File: src/rtl/bram_loader.sv
`default_nettype none
// ============================================================================
//  Module   : bram_loader
//  Purpose  : Framed byte-stream boot loader driving one BRAM write port.
//             Frame: sync, adr[7:0], adr[15:8], cnt[7:0], cnt[15:8],
//             cnt x {lo, hi} data words, 8-bit sum of the data bytes.
//             Words are written as they arrive; the checksum only reports.
//  Revision : 1.0  initial release
// ============================================================================
module bram_loader #(
  parameter int         adr_width = 11,
  parameter logic [7:0] sync_byte = 8'hA5,
  parameter int         timeout   = 1000000
) (
  input  logic                 sys_clk,
  input  logic                 sys_rst,
  input  logic [7:0]           rx_data,
  input  logic                 rx_stb,
  output logic [adr_width-1:0] mem_a,
  output logic [15:0]          mem_do,
  output logic                 mem_we,
  output logic                 busy,
  output logic                 done,
  output logic                 err,
  output logic [1:0]           err_code
);

  localparam logic [16:0] c_depth  = 17'd1 << adr_width;
  localparam logic [19:0] c_tmo    = 20'(timeout);
  localparam bit          c_tmo_en = (timeout != 0);

  localparam logic [1:0] c_code_ok   = 2'b00;
  localparam logic [1:0] c_code_csum = 2'b01;
  localparam logic [1:0] c_code_rng  = 2'b10;
  localparam logic [1:0] c_code_tmo  = 2'b11;

  typedef enum logic [2:0] {
    S_IDLE  = 3'd0,
    S_ADR_L = 3'd1,
    S_ADR_H = 3'd2,
    S_CNT_L = 3'd3,
    S_CNT_H = 3'd4,
    S_DAT_L = 3'd5,
    S_DAT_H = 3'd6,
    S_CSUM  = 3'd7
  } state_t;

  state_t                 state_q;
  logic [15:0]            adr_q;
  logic [7:0]             cnt_lo_q;
  logic [15:0]            cnt_q;
  logic [adr_width-1:0]   ptr_q;
  logic [7:0]             lo_q;
  logic [7:0]             csum_q;
  logic [19:0]            tmo_q;
  logic [19:0]            tmo_d;

  logic [15:0]            w_cnt;
  logic [16:0]            w_end;
  logic                   w_adr_oob;
  logic                   w_range_bad;
  logic                   w_tmo_hit;

  // Header decode on the CNT_H byte and idle-cycle timeout detection.
  always_comb begin
    w_cnt       = {rx_data, cnt_lo_q};
    w_end       = {1'b0, adr_q} + {1'b0, w_cnt};
    w_adr_oob   = (adr_q >> adr_width) != 16'd0;
    w_range_bad = w_adr_oob || (w_end > c_depth);
    tmo_d       = tmo_q + 20'd1;
    // The expiry cycle is the strobe-free cycle in which the count reaches timeout.
    w_tmo_hit   = c_tmo_en && (tmo_d == c_tmo);
  end

  // Frame parser FSM with registered BRAM port and status outputs.
  always_ff @(posedge sys_clk) begin
    if (sys_rst) begin
      state_q  <= S_IDLE;
      adr_q    <= '0;
      cnt_lo_q <= '0;
      cnt_q    <= '0;
      ptr_q    <= '0;
      lo_q     <= '0;
      csum_q   <= '0;
      tmo_q    <= '0;
      mem_a    <= '0;
      mem_do   <= '0;
      mem_we   <= 1'b0;
      busy     <= 1'b0;
      done     <= 1'b0;
      err      <= 1'b0;
      err_code <= c_code_ok;
    end else begin
      mem_we <= 1'b0;
      done   <= 1'b0;
      err    <= 1'b0;

      if (state_q == S_IDLE || rx_stb) begin
        tmo_q <= '0;
      end else begin
        tmo_q <= tmo_d;
      end

      if (rx_stb) begin
        case (state_q)
          S_IDLE: begin
            if (rx_data == sync_byte) begin
              state_q <= S_ADR_L;
              busy    <= 1'b1;
              csum_q  <= '0;
            end
          end
          S_ADR_L: begin
            adr_q[7:0] <= rx_data;
            state_q    <= S_ADR_H;
          end
          S_ADR_H: begin
            adr_q[15:8] <= rx_data;
            state_q     <= S_CNT_L;
          end
          S_CNT_L: begin
            cnt_lo_q <= rx_data;
            state_q  <= S_CNT_H;
          end
          S_CNT_H: begin
            if (w_range_bad) begin
              // Reject the whole frame; trailing bytes fall through as IDLE traffic.
              err_code <= c_code_rng;
              err      <= 1'b1;
              busy     <= 1'b0;
              state_q  <= S_IDLE;
            end else begin
              ptr_q   <= adr_q[adr_width-1:0];
              cnt_q   <= w_cnt;
              state_q <= (w_cnt == 16'd0) ? S_CSUM : S_DAT_L;
            end
          end
          S_DAT_L: begin
            lo_q    <= rx_data;
            csum_q  <= csum_q + rx_data;
            state_q <= S_DAT_H;
          end
          S_DAT_H: begin
            mem_we  <= 1'b1;
            mem_a   <= ptr_q;
            mem_do  <= {rx_data, lo_q};
            ptr_q   <= ptr_q + adr_width'(1);
            cnt_q   <= cnt_q - 16'd1;
            csum_q  <= csum_q + rx_data;
            state_q <= (cnt_q == 16'd1) ? S_CSUM : S_DAT_L;
          end
          S_CSUM: begin
            if (rx_data == csum_q) begin
              err_code <= c_code_ok;
              done     <= 1'b1;
            end else begin
              err_code <= c_code_csum;
              err      <= 1'b1;
            end
            busy    <= 1'b0;
            state_q <= S_IDLE;
          end
          default: begin
            busy    <= 1'b0;
            state_q <= S_IDLE;
          end
        endcase
      end else if (state_q != S_IDLE && w_tmo_hit) begin
        err_code <= c_code_tmo;
        err      <= 1'b1;
        busy     <= 1'b0;
        state_q  <= S_IDLE;
      end
    end
  end

endmodule
`default_nettype wire

File: config.mk
export PLATFORM = sky130hd
export DESIGN_NAME = bram_loader
export DESIGN_NICKNAME = d
export VERILOG_FILES = /design/src/rtl/bram_loader.sv
export SDC_FILE = /design/constraint.sdc
export NUM_CORES = 1
export LEC_CHECK = 0
export BUFFER_PORTS_ARGS = -buffer_cell sky130_fd_sc_hd__buf_2
export CORE_MARGIN = 5
export CORE_UTILIZATION = 55
export DETAILED_ROUTE_END_ITERATION = 8
export GPL_ROUTABILITY_DRIVEN = 0
export PLACE_DENSITY = 0.82
export SYNTH_ARGS = -nofsm -noshare
export SYNTH_HDL_FRONTEND = slang
export SYNTH_SLANG_ARGS = --single-unit
File: constraint.sdc
create_clock -name sys_clk -period 3.45 [get_ports sys_clk]
set_clock_uncertainty 0.05 [all_clocks]
set_input_delay 0.5175 -clock sys_clk [delete_from_list [all_inputs] [get_ports sys_clk]]
set_output_delay 0.5175 -clock sys_clk [all_outputs]
set_load 0.02 [all_outputs]
==> summary.txt <==
Power and ir drop
  – PwrDens: 424 mW/mm^2
  – Maximum vdd drop: 0.334 mV
  – Combinational share of power: 0.040
  – Sequential Power Share: 0.431
  – Net Sw Power: 0.000720 W
  – Sw Ratio: 0.218
  – Int Pwr: 0.00259 W
  – Leak pwr: 2.89 nW
  – Total power: 0.00331 W
  – Clock share of power: 0.530

CTS
  – CTS max path bufs: 2
  – H-tree Lvls: 4
  – Cts bufs inserted: 17
  – Worst skew pair latency: 0.42 ns
  – CTS tree: built
  – Root cell of the clock tree: clkbuf_16
  – Clk slew on worst S/H paths: 0.06 ns
  – Num Clock Sinks: 123

Critical path
  – CP arrival: 3.66 ns
  – R2R depth: 12
  – Largest stage delay, worst path: 0.48 ns
  – Crit-path slowest cell: fa_1
  – CP Launch Type: flop
  – Crit path cell chain: ha_4 -> fa_1 -> a2111oi_4 -> o2111a_1 -> o211ai_1 -> o41ai_2 -> nand3_2 -> o31ai_4 -> buf_4 -> buf_12 -> o21ai_0 -> a31o_2
  – Crit path buffers/inverters: 2
  – Top Family by Delay on Critical Path: compound AO/OA/AOI/OAI gates
  – Crit path depth: 12
  – Critical R2R Launch: cnt_lo_q[0]$_SDFFE_PP0P_
  – CP Capture Type: flop
  – Crit-path max FO: 13
  – Critical path startpoint: cnt_lo_q[0]$_SDFFE_PP0P_
  – Required time worst endpoint: 3.71 ns
  – Crit Path Class: reg -> reg

STA
  – Final-report hold violation count: 0
  – Fin crit share: 0.983
  – F_max: 295 MHz
  – Min Tclk post-route: 3.39 ns
  – WHS: 0.401 ns
  – Least-Margin Pin Slew: 0.947 ns
  – Final setup fails: 0
  – Fin. max-slew vios: 0
  – Slew HR: 0.366

Yosys
  – Synthesized area per cell: 7.73 sq um
  – Synth Register Bits: 123
  – Compound-Gate Fraction of Synth Area: 0.208
  – Post-Syn Instances: 880
  – Post-synthesis xor/xnor area fraction: 0.0374
  – Main combinational cell family by area after synthesis: simple AND/OR/NAND/NOR gates
  – EDFF count, synth: 0
  – Synth warn: 0
  – Post-synthesis mux area share: 0.0294
  – Synth Cell Area: 0.00680 sq mm
  – Synthesized net count: 921
  – Simple-gate share of the synthesized area: 0.263
  – Sequential area share after synthesis: 0.362
  – Yosys cell types: 64
  – Ys flop type: dfxtp_1
  – Ys async rst share: 0
  – Post-synthesis adder-cell area fraction: 0.0574

Floorplan
  – Initial Util: 0.564
  – # rows: 40
  – Chip width: 121 microns
  – Io pins: 44
  – Area of the die: 0.0147 sq mm
  – Die H: 121 microns
  – Core area: 0.0121 sq mm

Global route
  – First-pass GRT wire length: 29.9 mm
  – Initial antenna violation count: 1
  – Pin count of the biggest net entering global routing: 58
  – Vias in the first global route: 5930
  – Total global-route track usage: 0.254
  – GR Overflow Total: 0

Finish
  – Share of cells above drive strength 1: 0.125
  – # fillers: 989
  – Most frequent cells in the layout: nand2_1, dfxtp_1, a21oi_1
  – Syn-to-layout area delta: 14.7%
  – NumNets Final: 953
  – Most common cell after layout, fill and taps aside: nand2_1
  – Util after Layout: 0.647

Job
  – Max Cap Viol: 0

Placed design
  – Port buffer count: 43
  – Detail Placement HPWL: 12.3 mm

Run status
  – Outcome: finished clean

Hold path
  – Hold path start: lo_q[2]$_SDFFE_PP0P_
  – HP Class: reg -> reg
  – Hold Crit Depth: 2

Drt
  – Vias: 6584
  – Final ANT Viol Nets: 0
  – Vias per cell: 6.04
  – Remaining DRCs: 0
  – DRT iter0 DRCs: 788
  – DRT Pass-1 Iters: 6
  – Total wire length: 18.9 mm
  – WL/cell: 17.3 microns
==> layer usage <==
| layer | routed length (microns) | global-route usage | up-vias |
|---|---|---|---|
| li1 | - | - | 3201 |
| met1 | 8040 | 0.333 | 3056 |
| met2 | 8710 | 0.401 | 268 |
| met3 | 1440 | 0.0611 | 59 |
| met4 | 703 | 0.109 | 0 |
| met5 | 0 | 0 | - |
==> flip-flops by register name, summed over array words and instances, names as in the netlist <==
signal / cells
mem_a: 11
tmo_q: 20
done: 1
err: 1
adr_q: 16
busy: 1
ptr_q: 11
mem_we: 1
state_q: 3
csum_q: 8
cnt_lo_q: 8
err_code: 2
mem_do: 16
cnt_q: 16
lo_q: 8
==> synthesized netlist by cell type, types with 4 or more instances <==
library cell	instances	area share
a21o_1	6	0.0066
a21oi_1	111	0.082
a31o_1	15	0.019
a31oi_1	6	0.0055
and3_1	13	0.012
buf_1	5	0.0028
buf_2	5	0.0037
clkbuf_1	39	0.022
dfxtp_1	123	0.36
ha_1	28	0.052
inv_1	14	0.0077
mux2i_1	20	0.029
nand2_1	169	0.093
nand2b_1	8	0.0074
nand3_1	32	0.024
nand4_1	17	0.016
nor2_1	57	0.031
nor2b_1	6	0.0055
nor3_1	41	0.030
nor3b_1	5	0.0055
nor4_1	11	0.010
o211ai_1	10	0.011
o21ai_0	31	0.023
o21ai_1	5	0.0037
or3_1	8	0.0074
or4_1	4	0.0044
xnor2_1	17	0.022
xor2_1	12	0.015
==> worst reg2reg max path: stages, from the launching register on <==
cell and delay, ns:
dfxtp_2 0.35, ha_4 0.18, fa_1 0.48, a2111oi_4 0.34
o2111a_1 0.22, o211ai_1 0.10, o41ai_2 0.32, nand3_2 0.20
o31ai_4 0.32, buf_4 0.17, buf_12 0.14, o21ai_0 0.13
a31o_2 0.29
==> power groups by stage <==
stage | Combinational, W | Sequential (W) | Clock, W
after floorplan | 0.0000721 | 0.00146 | 0
final | 0.000131 | 0.00143 | 0.00175
after detailed placement | 0.000125 | 0.00146 | 0
after global routing | 0.000139 | 0.00142 | 0.00182
after CTS | 0.000126 | 0.00143 | 0.00176
after global placement | 0.000124 | 0.00146 | 0
==> final timing paths <==
kind                                          endpoint  slack [ns]
worst min register to register  mem_do[2]$_SDFFE_PP0P_        0.40
worst max register to register   ptr_q[5]$_SDFFE_PP0P_        0.06
worst min-delay path            mem_do[2]$_SDFFE_PP0P_        0.40
worst max-delay path             ptr_q[5]$_SDFFE_PP0P_        0.06
==> through the flow <==
step / setup TNS (ns) / cells / setup WS (ns) / cell area, sq um
4_1_cts: 0 / 1084 / 0.0275 / 7720
6_report: 0 / 1090 / 0.0576 / 7800
2_1_floorplan: 0 / 880 / 0.332 / 6800
3_5_place_dp: 0 / 1056 / 0.0931 / 7140
3_3_place_gp: 0 / 1056 / 0.149 / 7140
5_1_grt: -0.0857 / 1090 / -0.0553 / 7800
==> layout make-up <==
cell class	count	area (sq um)	share of cell area
repair buffers	66	420	0.0539
diodes	1	2.50	0.000321
well taps	168	210	0.0270
clock buffers	22	484	0.0621
flip-flops and latches	123	2470	0.316
clock inverters	6	90.1	0.0116
multi-input cells	689	4070	0.522
inverters	15	56.3	0.00722
==> timing repair <==
item | in CTS | in global routing
gates resized for setup | 0 | 8
buffers inserted | 0 | 4
hold buffers | 0 | 0
endpoints found under the setup margin | 0 | 25
==> cells by family (layout without fill, tap and decap cells) <==
group | after synthesis | in the layout
simple gates | 386 | 386
compound gates | 224 | 224
flops | 123 | 123
buf+inv | 68 | 109
fa+ha+maj | 30 | 30
xor+xnor | 29 | 29
mux | 20 | 20
other cells | 0 | 1
Power figures use the tool's default switching activity.
